## config.mk

```make
export PLATFORM = sky130hd
export DESIGN_NAME = sdram_init_seq
export DESIGN_NICKNAME = d
export VERILOG_FILES = /design/src/rtl/sdram_pkg.sv /design/src/rtl/sdram_dly_cnt.sv /design/src/rtl/sdram_init_seq.sv
export SDC_FILE = /design/constraint.sdc
export NUM_CORES = 1
export LEC_CHECK = 0
export ABC_AREA = 1
export BUFFER_PORTS_ARGS = -buffer_cell sky130_fd_sc_hd__clkbuf_2
export CELL_PAD_IN_SITES_DETAIL_PLACEMENT = 0
export CELL_PAD_IN_SITES_GLOBAL_PLACEMENT = 1
export CORE_UTILIZATION = 40
export CTS_CLUSTER_DIAMETER = 100
export DETAILED_ROUTE_END_ITERATION = 16
export PLACE_DENSITY = 0.79
export SYNTH_ARGS = -nofsm -noshare
export SYNTH_HDL_FRONTEND = slang
export SYNTH_SLANG_ARGS = --single-unit
```

## constraint.sdc

```tcl
create_clock -name sclk -period 3.9 [get_ports sclk]
set_input_delay 0.39 -clock sclk [delete_from_list [all_inputs] [get_ports sclk]]
set_output_delay 0.39 -clock sclk [all_outputs]
set_load 0.02 [all_outputs]
```

## src/rtl/sdram_pkg.sv

```systemverilog
// rtl/sdram_pkg.sv - shared SDRAM command encodings, init FSM states and helpers (SDRAM_INIT_EMRS_EN adds EMRS states)
package sdram_pkg;

  // {CS_n, RAS_n, CAS_n, WE_n}
  localparam logic [3:0] CMD_NOP  = 4'b0111;
  localparam logic [3:0] CMD_PREA = 4'b0010;
  localparam logic [3:0] CMD_AREF = 4'b0001;
  localparam logic [3:0] CMD_MSET = 4'b0000;

  // A10 selects "all banks" for PREA
  localparam int A10_BIT = 10;

  typedef enum logic [3:0] {
    ST_PWR_WAIT,
    ST_PRE,
    ST_TRP_WAIT,
    ST_REF,
    ST_TRFC_WAIT,
    ST_MRS,
    ST_TMRD_WAIT,
`ifdef SDRAM_INIT_EMRS_EN
    ST_EMRS,
    ST_EMRD_WAIT,
`endif
    ST_DONE
  } init_state_t;

  function automatic int max4(input int a, input int b, input int c, input int d);
    int m;
    m = a;
    if (b > m) m = b;
    if (c > m) m = c;
    if (d > m) m = d;
    return m;
  endfunction

endpackage

```

## src/rtl/sdram_dly_cnt.sv

```systemverilog
// rtl/sdram_dly_cnt.sv - loadable down-counter that holds at zero and flags it
module sdram_dly_cnt #(
  parameter int W = 4
) (
  input  logic         clk,
  input  logic         i_load,
  input  logic [W-1:0] i_load_val,
  output logic         o_zero
);

  logic [W-1:0] r_cnt;

  // Load wins; otherwise count down and park at zero so the count never wraps.
  always_ff @(posedge clk) begin
    if (i_load) begin
      r_cnt <= i_load_val;
    end else if (r_cnt != '0) begin
      r_cnt <= r_cnt - W'(1);
    end
  end

  assign o_zero = (r_cnt == '0);

endmodule

```

## src/rtl/sdram_init_seq.sv

```systemverilog
// rtl/sdram_init_seq.sv - parametrised SDRAM power-up init sequencer (SDRAM_INIT_EMRS_EN adds the extended mode-set)
module sdram_init_seq
  import sdram_pkg::*;
#(
  parameter int                ADDR_W      = 13,
  parameter int                POWERUP_CYC = 10000,
  parameter int                TRP_CYC     = 1,
  parameter int                REF_NUM     = 8,
  parameter int                TRFC_CYC    = 3,
  parameter int                TMRD_CYC    = 2,
  parameter logic [ADDR_W-1:0] MODE_REG    = 'h032
`ifdef SDRAM_INIT_EMRS_EN
  ,
  parameter logic [ADDR_W-1:0] EMODE_REG   = 'h000
`endif
) (
  input  logic              sclk,
  input  logic              s_rst,
  input  logic              init_req,
  output logic [3:0]        cmd_reg,
  output logic [ADDR_W-1:0] sdram_addr,
  output logic [1:0]        sdram_ba,
  output logic              init_busy,
  output logic              flag_init_end
);

  localparam int CNT_W = $clog2(max4(POWERUP_CYC, TRP_CYC, TRFC_CYC, TMRD_CYC)) + 1;
  localparam int REF_W = $clog2(REF_NUM + 1);

  // Wait states last N cycles: load N-1 on entry, leave when the counter reads zero.
  localparam logic [CNT_W-1:0] LD_PWR  = CNT_W'(POWERUP_CYC - 1);
  localparam logic [CNT_W-1:0] LD_TRP  = CNT_W'(TRP_CYC - 1);
  localparam logic [CNT_W-1:0] LD_TRFC = CNT_W'(TRFC_CYC - 1);
  localparam logic [CNT_W-1:0] LD_TMRD = CNT_W'(TMRD_CYC - 1);

  localparam logic [ADDR_W-1:0] ADDR_A10 = ADDR_W'(1) << A10_BIT;

  init_state_t       r_state;
  init_state_t       w_next;
  init_state_t       w_after_ref;
  init_state_t       w_after_mrd;
  logic              w_cnt_zero;
  logic              w_cnt_load;
  logic [CNT_W-1:0]  w_cnt_val;
  logic [REF_W-1:0]  r_ref_cnt;

  logic [3:0]        w_cmd;
  logic [ADDR_W-1:0] w_addr;
  logic [1:0]        w_ba;
  logic              w_busy;
  logic              w_flag;
  logic [3:0]        r_cmd;
  logic [ADDR_W-1:0] r_addr;
  logic [1:0]        r_ba;
  logic              r_busy;
  logic              r_flag;

  sdram_dly_cnt #(.W(CNT_W)) u_dly_cnt (
    .clk        (sclk),
    .i_load     (w_cnt_load),
    .i_load_val (w_cnt_val),
    .o_zero     (w_cnt_zero)
  );

  // Next state; the refresh counter already counts the AREF in progress, so zero means none left.
  always_comb begin
    w_next      = r_state;
    w_after_ref = (r_ref_cnt != '0) ? ST_REF : ST_MRS;
`ifdef SDRAM_INIT_EMRS_EN
    w_after_mrd = ST_EMRS;
`else
    w_after_mrd = ST_DONE;
`endif
    case (r_state)
      ST_PWR_WAIT:  if (w_cnt_zero) w_next = ST_PRE;
      ST_PRE:       w_next = (TRP_CYC > 0) ? ST_TRP_WAIT : ST_REF;
      ST_TRP_WAIT:  if (w_cnt_zero) w_next = ST_REF;
      ST_REF:       w_next = (TRFC_CYC > 0) ? ST_TRFC_WAIT : w_after_ref;
      ST_TRFC_WAIT: if (w_cnt_zero) w_next = w_after_ref;
      ST_MRS:       w_next = (TMRD_CYC > 0) ? ST_TMRD_WAIT : w_after_mrd;
      ST_TMRD_WAIT: if (w_cnt_zero) w_next = w_after_mrd;
`ifdef SDRAM_INIT_EMRS_EN
      ST_EMRS:      w_next = (TMRD_CYC > 0) ? ST_EMRD_WAIT : ST_DONE;
      ST_EMRD_WAIT: if (w_cnt_zero) w_next = ST_DONE;
`endif
      ST_DONE:      if (init_req) w_next = ST_PRE;
      default:      w_next = ST_PWR_WAIT;
    endcase
  end

  // Shared delay counter is (re)loaded whenever a wait state is entered, and by reset for power-up.
  always_comb begin
    w_cnt_load = 1'b0;
    w_cnt_val  = '0;
    if (s_rst) begin
      w_cnt_load = 1'b1;
      w_cnt_val  = LD_PWR;
    end else if (w_next != r_state) begin
      case (w_next)
        ST_TRP_WAIT:  begin w_cnt_load = 1'b1; w_cnt_val = LD_TRP;  end
        ST_TRFC_WAIT: begin w_cnt_load = 1'b1; w_cnt_val = LD_TRFC; end
        ST_TMRD_WAIT: begin w_cnt_load = 1'b1; w_cnt_val = LD_TMRD; end
`ifdef SDRAM_INIT_EMRS_EN
        ST_EMRD_WAIT: begin w_cnt_load = 1'b1; w_cnt_val = LD_TMRD; end
`endif
        default: ;
      endcase
    end
  end

  // Bus values for the state being entered, so the registered outputs line up with the state.
  always_comb begin
    w_cmd  = CMD_NOP;
    w_addr = ADDR_A10;
    w_ba   = 2'b00;
    w_busy = 1'b1;
    w_flag = 1'b0;
    case (w_next)
      ST_PRE: w_cmd = CMD_PREA;
      ST_REF: w_cmd = CMD_AREF;
      ST_MRS: begin
        w_cmd  = CMD_MSET;
        w_addr = MODE_REG;
      end
`ifdef SDRAM_INIT_EMRS_EN
      ST_EMRS: begin
        w_cmd  = CMD_MSET;
        w_addr = EMODE_REG;
        w_ba   = 2'b10;
      end
`endif
      ST_DONE: begin
        w_busy = 1'b0;
        w_flag = 1'b1;
      end
      default: ;
    endcase
  end

  // State and output registers; reset restarts the full power-up wait.
  always_ff @(posedge sclk) begin
    if (s_rst) begin
      r_state <= ST_PWR_WAIT;
      r_cmd   <= CMD_NOP;
      r_addr  <= ADDR_A10;
      r_ba    <= 2'b00;
      r_busy  <= 1'b1;
      r_flag  <= 1'b0;
    end else begin
      r_state <= w_next;
      r_cmd   <= w_cmd;
      r_addr  <= w_addr;
      r_ba    <= w_ba;
      r_busy  <= w_busy;
      r_flag  <= w_flag;
    end
  end

  // Refresh counter: reloaded at each PREA, decremented as each AREF is issued.
  always_ff @(posedge sclk) begin
    if (s_rst || (w_next == ST_PRE)) begin
      r_ref_cnt <= REF_W'(REF_NUM);
    end else if (w_next == ST_REF) begin
      r_ref_cnt <= r_ref_cnt - REF_W'(1);
    end
  end

  assign cmd_reg       = r_cmd;
  assign sdram_addr    = r_addr;
  assign sdram_ba      = r_ba;
  assign init_busy     = r_busy;
  assign flag_init_end = r_flag;

endmodule

```

Word level (Yosys, flattened, before mapping):

Index checks and enable logic that the tools add are counted.
Widths: inputs -> output; s select.

* flip-flop bits (word level): 42
* word-level logic and storage cells: 50
* output and inout bits: 21

* add/sub/neg operators: 2
* muxes and demuxes: 19
* reduce and logical (&&, ||, !) cells: 7
* equality and inequality tests: 15

Operators by type and width (count)
* $eq 4x3->1 const B: 8
* $pmux 4 s8: 1
* $mux 15: 2
* $mux 4: 5
* $eq 4x2->1 const B: 4
* $logic_not 15->1: 1
* $reduce_bool 15->1: 1
* $sub 15x1->15 const B: 1
* $mux 14: 1
* $mux 11: 1
* $pmux 3 s3: 1
* $eq 4x1->1 const B: 2
* $mux 1: 5
* $logic_not 4->1: 1
* $ne 4x4->1: 1
* $pmux 2 s2: 1
* $reduce_bool 4->1: 1
* $sub 4x1->4 const B: 1
* $mux 3: 1
* $reduce_or 3->1: 1
* $mux 2: 1
* $reduce_bool 2->1: 1
* $logic_or 1x1->1: 1

Longest topological paths before layout:

Gate-level depths: netlist of run 1.

* depth after elaboration: 10
* mapped depth: 13
* mapped depth without buffers: 13

Cells and area by module:

Synthesis of run 1 repeated with hierarchy kept, for this count alone.

* cells, all modules: 249
* area total of the unflattened synthesis: 1863.0 µm²

By module, submodules not included
* sdram_dly_cnt: seq. area each 450.4 µm², times used 1, area each 1021.0 µm², cells each 136
* sdram_init_seq: seq. area each 300.3 µm², times used 1, area each 842.1 µm², cells each 113

Worst setup path after synthesis of run 1:

Ideal clock, no wire load.

* path type: reg-to-reg
* start point: register u_dly_cnt.r_cnt[0]
* end point: register u_dly_cnt.r_cnt[1] (data pin)
* path buffers: 0
* stages on the path, launching flop included: 12
* arrival: 1.392 ns
* path slack: 2.237 ns
* setup time: 0.272 ns
* cells stage by stage: edfxtp_1 > inv_1 > ha_1 > nand2_2 > nor2_2 > nand2_2 > nand2_1 > nand2_1 > nand2_2 > nand2_4 > inv_2 > o221ai_1

* cells in the longest elaborated chain, start to end: 9
* elaborated cells between the ends (all ways): 20
* those cells by class: add/sub (1); eq/ne (4); mux (13); reduce/logical (2)

RTL lines
* start, declared: line sdram_dly_cnt.sv:11 `logic [W-1:0] r_cnt;`
* start signal, assigned: line sdram_dly_cnt.sv:16 `r_cnt <= i_load_val;`
* start signal, assigned: line sdram_dly_cnt.sv:18 `r_cnt <= r_cnt - W'(1);`
* $logic_not 15->1: line sdram_dly_cnt.sv:22 `assign o_zero = (r_cnt == '0);`
* $mux 4 (on tied branches)
* $pmux 4 s8: line sdram_init_seq.sv:74 `case (r_state)`
* $eq 4x3->1 or $eq 4x2->1 (tied branches): line sdram_init_seq.sv:99 `case (w_next)`
* $reduce_or 3->1 (no source line)
* $mux 1: line sdram_init_seq.sv:99
* $mux 1: line sdram_init_seq.sv:98 `end else if (w_next != r_state) begin`
* $mux 1: line sdram_init_seq.sv:95 `if (s_rst) begin`
* $mux 15 *: line sdram_dly_cnt.sv:15 `if (i_load) begin`

Every way passes the cells marked *; elsewhere a longest branch is shown, timed or not. The select of a mux whose other input is x is not followed.
A chain may end at the register's enable or synchronous reset.

Worst setup path after layout of run 1:

* start point: register u_dly_cnt.r_cnt[0]
* end point: register u_dly_cnt.r_cnt[5] (enable)

* cells in the longest elaborated chain, start to end: 9
* elaborated cells between the ends (all ways): 16
* those cells by class: eq/ne (4); mux (8); reduce/logical (4)

RTL lines (line)
* $logic_not 15->1: sdram_dly_cnt.sv:22
* $mux 4 (on tied branches)
* $pmux 4 s8: sdram_init_seq.sv:74
* $eq 4x3->1 or $eq 4x2->1 (tied branches): sdram_init_seq.sv:99
* $reduce_or 3->1 (no source line)
* $mux 1: sdram_init_seq.sv:99
* $mux 1: sdram_init_seq.sv:98
* $mux 1: sdram_init_seq.sv:95
* $reduce_bool 2->1 (no source line) *

Every way passes the cells marked *; elsewhere a longest branch is shown, timed or not.

==> results by group, run 1 <==
Outcome
  • Outcome: completed

Yosys
  • Synth unique cells: 28
  • Synthesized flop and latch total: 30
  • Area fraction of the dominant cell type after synthesis: 0.270
  • Top cells by area, synth: edfxtp_1 27%, dfxtp_1 18%, nand2_1 7.6%
  • Mapped Avg Cell Area: between 8 and 9 µm²
  • Synth warnings: 0
  • Ys flop type: edfxtp_1
  • Cell Area, Synth: 1670 µm²
  • Seq/Total Area, Yosys: 0.450
  • Synthesized instance count: 200
  • Async set-reset flop share out of synthesis: 0
  • Post-synth top area cell: edfxtp_1
  • EDFF count, synth: 15

Finish
  • Max reg flops: 15
  • Fraction of layout cells with a size suffix above 1: 0.198
  • Area Growth Syn to Fin: 11.1%
  • Top flop regs: u_dly_cnt.r_cnt: 15 flops, r_ref_cnt: 4 flops, r_state: 4 flops
  • Most frequent cells in the layout: 34 x nand2_1, 23 x inv_1, 22 x nor2_1
  • Antenna diodes: 0
  • Commonest non-fill, non-tap cell in the layout: nand2_1
  • Filler Cells Inserted: around 400
  • Final net count: around 220
  • Largest Register: u_dly_cnt.r_cnt

Worst setup path
  • Worst path max stage delay: about 420 ps
  • Slowest CP cell: edfxtp_1
  • Path depth of the worst reg2reg path: 7
  • Crit Reg-Reg Startpoint: u_dly_cnt.r_cnt[0]
  • Critical-path cell list: inv_1 -> ha_1 -> nand2_2 -> nor2_2 -> nand2_2 -> inv_1 -> nand2_1
  • Startpoint types: flip-flop
  • CP required: about 3800 ps
  • Crit Path Category: reg2reg
  • Worst setup startpoint: u_dly_cnt.r_cnt[0]
  • Crit path max fanout: 15
  • Crit path capture type: flip-flop
  • CP Data Arrival Time: about 1800 ps

Timing
  • RSZ-0062 raised after global routing: false
  • Setup-failing EPs final: 0
  • Measured slew at the worst slew-check pin: roughly 660 ps
  • Slew HR: 0.557
  • Final Hold Vio Count: 0
  • Clock Skews: about 3.7 ps
  • Setup TNS: 0 ps
  • Fin. max-slew vios: 0
  • Period Utilization, post-route: 0.504
  • Fmax achieved: approximately 0.5 GHz
  • Min Tclk post-route: 1970 ps

Die
  • Die Wd: roughly 67 µm
  • Starting density of the core: 0.417
  • # rows: 23
  • Die footprint: roughly 4400 µm²
  • Ports: 24
  • Chip height: ~67 µm
  • Core ar.: between 4000 and 5000 µm²

Power
  • Pleak: between 0.8 and 0.9 nW
  • Total power: 0.714 mW
  • PwrDens: approximately 390 nW/µm²
  • VDD IR max: roughly 0.23 mV

Global route
  • Largest net degree at the start of global routing: 16
  • Initial antenna violation count: 0
  • GRT Overall Usage: 0.149
  • Vias in the first global route: between 1k and 1.5k
  • First-pass GRT wire length: between 4 and 5 mm
  • Grt total ovfl: 0

Route
  • Met2 wire length: ~1.4 mm
  • Max Used Layer: met4
  • WL met1: around 1.4 mm
  • Post-DR wirelength/cell: approximately 11 µm
  • Metal3 WL: roughly 150 µm
  • Via density: about 4.6
  • Routed vias: around 1.2k
  • DRT Pass-1 Iters: 4
  • Final WL: between 2 and 3 mm
  • Initial detailed-routing violation count: 58
  • # DRC: 0
  • Antenna Nets Post-Route: 0

Run
  • Max-Cap Viols: 0

Clock network
  • CTS tree: yes
  • Htree depth: 2
  • CTS sink cnt: 30
  • TritonCTS Buffers: 5
  • Hold bufs inserted after CTS: 0
  • Post-CTS Setup Inserts: 0
  • Clock slew at reported path FFs: approximately 60 ps
  • Max clock buf depth: 2
  • Post-CTS Resized: 0
  • CTS root buf: clkbuf_8
  • Clk_lat worst skew: about 280 ps

Min path
  • Hold path start: s_rst
  • Hold/Removal Path Class: in2reg
  • Hold depth: 2

Place
  • GPL Wtd Cong: roughly 0.74
  • IO Port Bufs: 11
  • DP Wirelength: 2.23 mm
critical path: cells and delay by family (launching register included):
kind | cells | cell delay (ps)
buffers and inverters | 2 | 180
adder cells (fa/ha/maj) | 1 | 200
flip-flops | 1 | 420
AND/OR/NAND/NOR | 4 | 770
synth_stat cells, types with 4 or more instances:
cell type  count
nor2_4         4
inv_2          4
edfxtp_1      15
nand3_1       11
nor2_2         5
buf_4         14
nand2_2        5
dfxtp_1       15
xor2_1         8
nand2_1       34
o21ai_0        9
inv_1         23
nor2_1        22
a21oi_1        6
worst paths after layout:
check	endpoint	slack, ps
setup / recovery	u_dly_cnt.r_cnt[5]	1930
hold / removal	r_state[1]	400
setup reg to reg	u_dly_cnt.r_cnt[5]	1930
hold reg to reg	r_ref_cnt[1]	480
stage by stage:
stage	area [µm²]	hold WS, ps	worst slack (ps)	util	std cells
6_report	1850	399	1930	0.464	267
5_1_grt	1850	399	1780	0.464	267
4_1_cts	1850	385	1940	0.464	267
3_5_place_dp	1730	473	1950	0.432	259
3_3_place_gp	1730	469	2020	0.432	259
2_1_floorplan	1710	455	2240	-	212
kinds of logic after synthesis:
logic type,count (synthesis),synth area share
DFF,30,0.450
adders and majority gates,2,0.0150
xor gates and xnor gates,10,0.0525
and+or+nand+nor,92,0.271
buffers and inverters,43,0.128
AOI/OAI and AO/OA,22,0.0810
other,1,0.00225
where the power goes:
part           leakage [nW]  switching (mW)  internal (mW)
Clock                0.0640           0.117          0.227
Sequential            0.280         0.00431          0.335
Combinational         0.474          0.0235        0.00763
final cells by class:
cell class                 instances  area, µm²  area share
multi-input combinational        139        749       0.404
sequential                        30        751       0.405
tap                               50       62.6      0.0337
timing repair buffer              11       55.1      0.0297
clock inverter                     2       33.8      0.0182
clock buffer                       6       93.8      0.0506
inverter                          29        109      0.0587
per-layer routing:
metal,vias to the layer above,GRT usage
li1,644,-
met1,558,0.194
met2,32,0.234
met3,5,0.0411
met4,0,0.0559
met5,-,0
(Power assumes the default switching activity.)
==> run 2: changes to the inputs <==
- clock period: 3.9 -> 1.85 ns (I/O delays scaled with it)
==> results by group, run 2 (same netlist as run 1, synthesis figures left out) <==
Clock network
  • Clock slew at reported path FFs: ~60 ps
  • TritonCTS Buffers: 5
  • Clk_lat worst skew: around 280 ps
  • Hold bufs inserted after CTS: 0
  • CTS tree: yes
  • Htree depth: 2
  • CTS root buf: clkbuf_8
  • Max clock buf depth: 2
  • CTS sink cnt: 30

Finish
  • Max reg flops: 15
  • Final core utilization: 0.502
  • Fraction of layout cells with a size suffix above 1: 0.285
  • Final net count: between 200 and 250
  • Area Growth Syn to Fin: 20.2%
  • Finished Layout Cells: around 280
  • Commonest non-fill, non-tap cell in the layout: nand2_1
  • Largest Register: u_dly_cnt.r_cnt
  • Most frequent cells in the layout: 32 x nand2_1, 21 x inv_1, 19 x nor2_1
  • Filler Cells Inserted: roughly 390
  • Antenna diodes: 0
  • Top flop regs: u_dly_cnt.r_cnt: 15 flops, r_ref_cnt: 4 flops, r_state: 4 flops

Place
  • DP Wirelength: about 2.3 mm
  • # placed instances: 266
  • GPL Wtd Cong: roughly 0.76
  • Dpl ws: between 30 and 40 ps
  • IO Port Bufs: 11

Route
  • Via density: 4.51
  • Post-DR wirelength/cell: approximately 11 µm
  • # DRC: 0
  • Final WL: around 3.1 mm
  • Initial detailed-routing violation count: 58
  • DRT Pass-1 Iters: 4
  • Antenna Nets Post-Route: 0
  • Routed vias: roughly 1.3k

Timing
  • Fin. max-slew vios: 0
  • Setup-failing EPs final: 0
  • Period Utilization, post-route: 0.928
  • Post-route worst setup slack: 134 ps
  • Worst hold slack: ~200 ps
  • Fmax achieved: approximately 0.58 GHz
  • Clock Skews: 3.98 ps
  • Final Hold Vio Count: 0
  • Min Tclk post-route: around 1700 ps

Worst setup path
  • Worst setup startpoint: u_dly_cnt.r_cnt[0]
  • Worst path most repeated cell: nand2_4
  • Critical-path cell list: inv_2 -> ha_4 -> nand2_4 -> nor2_4 -> nand2_4 -> nand2_1 -> nand2_1 -> nand2_2 -> nand2_4 -> inv_2 -> o221ai_1
  • CP Data Arrival Time: ~1700 ps
  • Crit Reg-Reg Startpoint: u_dly_cnt.r_cnt[0]
  • Startpoint types: flip-flop
  • Crit Path Category: reg2reg
  • CP required: between 1500 and 2000 ps
  • Crit path capture type: flip-flop
  • Worst path max stage delay: between 400 and 500 ps
  • Crit path max fanout: 7
  • Slowest CP cell: edfxtp_1

Run
  • Max-Cap Viols: 0

Die
  • Starting density of the core: 0.417
  • Die footprint: approximately 4400 µm²
  • # rows: 23
  • Core ar.: ~4000 µm²
  • Die Wd: approximately 67 µm
  • Chip height: roughly 67 µm
  • Ports: 24

Global route
  • First-pass GRT wire length: between 5 and 6 mm
  • Grt total ovfl: 0
  • Initial antenna violation count: 0
  • Vias in the first global route: roughly 1.2k
  • GRT Overall Usage: 0.159
  • Largest net degree at the start of global routing: 16

Min path
  • Hold/Removal Path Class: in2reg
  • Hold path start: s_rst

Outcome
  • Outcome: completed

Power
  • VDD IR max: ~0.4 mV
  • PwrDens: 756 nW/µm²
  • Pleak: 0.919 nW
## run 2: final cells by class
| type | instances | area [µm²] | share of cell area |
|---|---|---|---|
| clock inverter | 2 | 33.8 | 0.0168 |
| clock buffer | 6 | 93.8 | 0.0468 |
| multi-input combinational | 139 | 820 | 0.408 |
| inverter | 29 | 109 | 0.0542 |
| sequential | 30 | 751 | 0.374 |
| tap | 50 | 62.6 | 0.0312 |
| timing repair buffer | 22 | 138 | 0.0686 |
## run 2: path summary, 6_finish.rpt
check / depth (start not counted) / slack, ps / end
worst max-delay path: 11 / 130 / u_dly_cnt.r_cnt[1]
worst min-delay path: 2 / 200 / r_state[2]
worst max register to register: 11 / 130 / u_dly_cnt.r_cnt[1]
worst min register to register: 2 / 490 / r_ref_cnt[1]
## run 2: per-stage QoR
stage          cell area (µm²)  TNS (ps)  power [mW]
6_report                  2010         0        1.52
5_1_grt                   2010     -1.95        1.57
4_1_cts                   1910         0        1.52
3_5_place_dp              1780         0       0.795
3_3_place_gp              1780         0       0.794
2_1_floorplan             1710         0       0.799
## run 2: power by group
group	switching, mW	total (mW)	internal [mW]
Clock	0.245	0.723	0.478
Combinational	0.0556	0.0799	0.0243
Sequential	0.00843	0.715	0.706
Total	0.309	1.52	1.21
## run 2: critical path, delay by kind of cell, from the launching register on
family | cells | cell delay [ps]
DFF | 1 | 420
and+or+nand+nor | 7 | 570
buffers and inverters | 2 | 210
AOI/OAI and AO/OA | 1 | 100
adders and majority gates | 1 | 150
## run 2: metal layers
metal  part of all wire  up-vias  routed length (µm)  track usage
met2               0.47       17                1470        0.249
met3              0.031        6                  95       0.0514
li1                   -      666                   -            -
met4              0.017        0                  54       0.0638
met1               0.48      565                1480        0.201
met5                  0        -                   0            0
## run 2: repair_timing
action                                  4_1_cts  5_1_grt
buffers inserted                              0        4
resized for setup                             0       19
endpoints found under the setup margin        0       17
==> run 3: changes to the inputs <==
- ABC_AREA: 1 -> default
- PLACE_DENSITY: 0.79 -> 0.77
- SKIP_LAST_GASP: default -> 1
- SYNTH_HIERARCHICAL: default -> 1
==> results by group, run 3 <==
Outcome
  • Outcome: complete, but fails checks
  • Failing checks: negative setup slack

Clock network
  • Htree depth: 2
  • CTS root buf: clkbuf_8
  • TritonCTS Buffers: 5
  • CTS sink cnt: 30
  • CTS tree: yes
  • Clk_lat worst skew: approximately 280 ps
  • Clock slew at reported path FFs: around 70 ps
  • Max clock buf depth: 2
  • Hold bufs inserted after CTS: 0

Finish
  • Fraction of layout cells with a size suffix above 1: 0.435
  • Finished Layout Cells: 319
  • Commonest non-fill, non-tap cell in the layout: buf_4
  • Final net count: 273
  • Filler Cells Inserted: 353
  • Antenna diodes: 0
  • Largest Register: u_dly_cnt/r_cnt
  • Most frequent cells in the layout: 54 x buf_4, 21 x nand2_1, 20 x conb_1
  • Max reg flops: 15
  • Final core utilization: 0.624
  • Top flop regs: u_dly_cnt/r_cnt: 15 flops, r_ref_cnt: 4 flops, r_state: 4 flops
  • Area Growth Syn to Fin: 44.1%

Power
  • VDD IR max: 0.492 mV
  • Total power: around 1.6 mW
  • PwrDens: around 630 nW/µm²
  • Pleak: between 1 and 1.5 nW

Die
  • # rows: 23
  • Chip height: between 60 and 70 µm
  • Core ar.: ~4100 µm²
  • Starting density of the core: 0.433
  • Die Wd: about 69 µm
  • Ports: 24
  • Die footprint: ~4800 µm²

Timing
  • Period Utilization, post-route: 1.51
  • Fmax achieved: between 0.3 and 0.4 GHz
  • Setup-failing EPs final: 44
  • Setup TNS: -35050 ps
  • Clock Skews: ~7.5 ps
  • Final Hold Vio Count: 0
  • Post-route worst setup slack: -948 ps
  • Min Tclk post-route: about 2800 ps
  • Fin. max-slew vios: 0
  • RSZ-0062 raised after global routing: true

Worst setup path
  • CP Data Arrival Time: 2830 ps
  • Crit path capture type: flip-flop
  • Path depth of the worst reg2reg path: 9
  • CP required: ~1900 ps
  • Crit path max fanout: 4
  • Crit Path Category: reg2reg
  • Startpoint types: flip-flop

Route
  • DRT Pass-1 Iters: 5
  • Met2 wire length: approximately 2.2 mm
  • Metal3 WL: 176 µm
  • Post-DR wirelength/cell: approximately 14 µm
  • # DRC: 0
  • Max Used Layer: met4
  • Via density: ~5.1
  • Final WL: 4.34 mm
  • Initial detailed-routing violation count: just over 60
  • Antenna Nets Post-Route: 0
  • WL met1: between 1.5 and 2 mm
  • Routed vias: 1636

Yosys
  • Largest family of logic cells by synthesized area: simple AND/OR/NAND/NOR gates
  • Post-synth top area cell: edfxtp_1
  • Mapped Avg Cell Area: roughly 9.5 µm²
  • Compound-gate portion of the synthesized area: 0.198
  • Simple-gate share of the synthesized area: 0.208
  • Adder-cell share of the synthesized area: 0.0139
  • Post-synthesis mux area share: 0.00628
  • Most frequent cell after synthesis: nand2_1
  • Area fraction of the dominant cell type after synthesis: 0.251
  • Synthesized flop and latch total: 30
  • Synth unique cells: 54
  • Ys flop type: edfxtp_1
  • Post-synth top cells: 23 x nand2_1, 15 x dfxtp_1, 15 x edfxtp_1, 15 x o21ai_0, 14 x buf_4
  • Seq/Total Area, Yosys: 0.418
  • Cell Area, Synth: about 1800 µm²
  • Post-synthesis xor/xnor area fraction: 0.0586
  • EDFF count, synth: 15
  • Synth warnings: 6
  • Synthesized instance count: 189
  • Async set-reset flop share out of synthesis: 0
  • Top cells by area, synth: edfxtp_1 25%, dfxtp_1 17%, buf_4 5.9%

Global route
  • Grt total ovfl: 0
  • First-pass GRT wire length: 6.52 mm
  • Largest net degree at the start of global routing: 17
  • Initial antenna violation count: 0
  • GRT Overall Usage: 0.196
  • Vias in the first global route: about 1.5k

Min path
  • Hold/Removal Path Class: in2reg
  • Hold depth: 2

Place
  • Dpl ws: -1030 ps
  • DP Wirelength: just over 3 mm
  • GPL Wtd Cong: slightly above 0.9
  • IO Port Bufs: 11
  • # placed instances: about 300

Run
  • Max-Cap Viols: 0
[run 3: cell count changes after synthesis, moves of 5 or more]
cell / before / now
inv_1: 23 / 7
nand2_1: 34 / 23
nand2_2: 5 / 0
nand3_1: 11 / 6
nor2_1: 22 / 10
o211ai_1: 0 / 5
o21ai_0: 9 / 15
[run 3: critical path: stages, from the launching register on]
cell	delay (ps)
edfxtp_1	430
nor4_4	390
nand4_4	150
nor2_4	140
nor2_2	70
a2111o_1	420
a211oi_2	190
o31a_1	280
buf_6	150
mux2_2	320
[run 3: repair_timing]
action | in CTS | in global routing
endpoints found under the setup margin | 44 | 44
resized for setup | 11 | 24
setup buffers | 8 | 5
pin swaps | 13 | 11
gates cloned | 2 | 0
[run 3: cell type report]
class | instances | area, µm² | share of cell area
Timing Repair Buffer | 74 | 562 | 0.217
Multi-Input combinational cell | 150 | 1090 | 0.421
Inverter | 7 | 26.3 | 0.0102
Tap cell | 50 | 62.6 | 0.0242
Clock buffer | 6 | 82.6 | 0.0319
Clock inverter | 2 | 12.5 | 0.00484
Sequential cell | 30 | 751 | 0.290
[run 3: where the power goes]
group          switching [mW]  internal [mW]
combinational           0.158          0.145
sequential             0.0320          0.746
clock                   0.244          0.298
total                   0.434           1.19
[run 3: final timing paths]
path | start | end | slack (ps)
setup / recovery | u_dly_cnt/r_cnt[2] | u_dly_cnt/r_cnt[13] | -950
hold / removal | s_rst | r_state[2] | 210
setup reg to reg | u_dly_cnt/r_cnt[2] | u_dly_cnt/r_cnt[13] | -950
hold reg to reg | r_ref_cnt[3] | r_ref_cnt[3] | 570
[run 3: logic make-up after synthesis]
family                   after synthesis
multiplexers                           1
XOR/XNOR                              12
adder cells (fa/ha/maj)                2
AND/OR/NAND/NOR                       67
buffers and inverters                 29
other                                  1
AO/OA/AOI/OAI                         47
flip-flops                            30
[run 3: routing by layer]
layer  up-vias  GRT usage
li1        813          -
met1       764      0.221
met2        48      0.319
met3        11     0.0576
met4         0      0.125
met5         -          0
[run 3: metrics by stage]
step	hold slack, ps	area [µm²]
floorplan	263	1910
global placement	515	2240
detailed placement	508	2240
CTS	206	2440
global route	211	2580
finish	212	2580
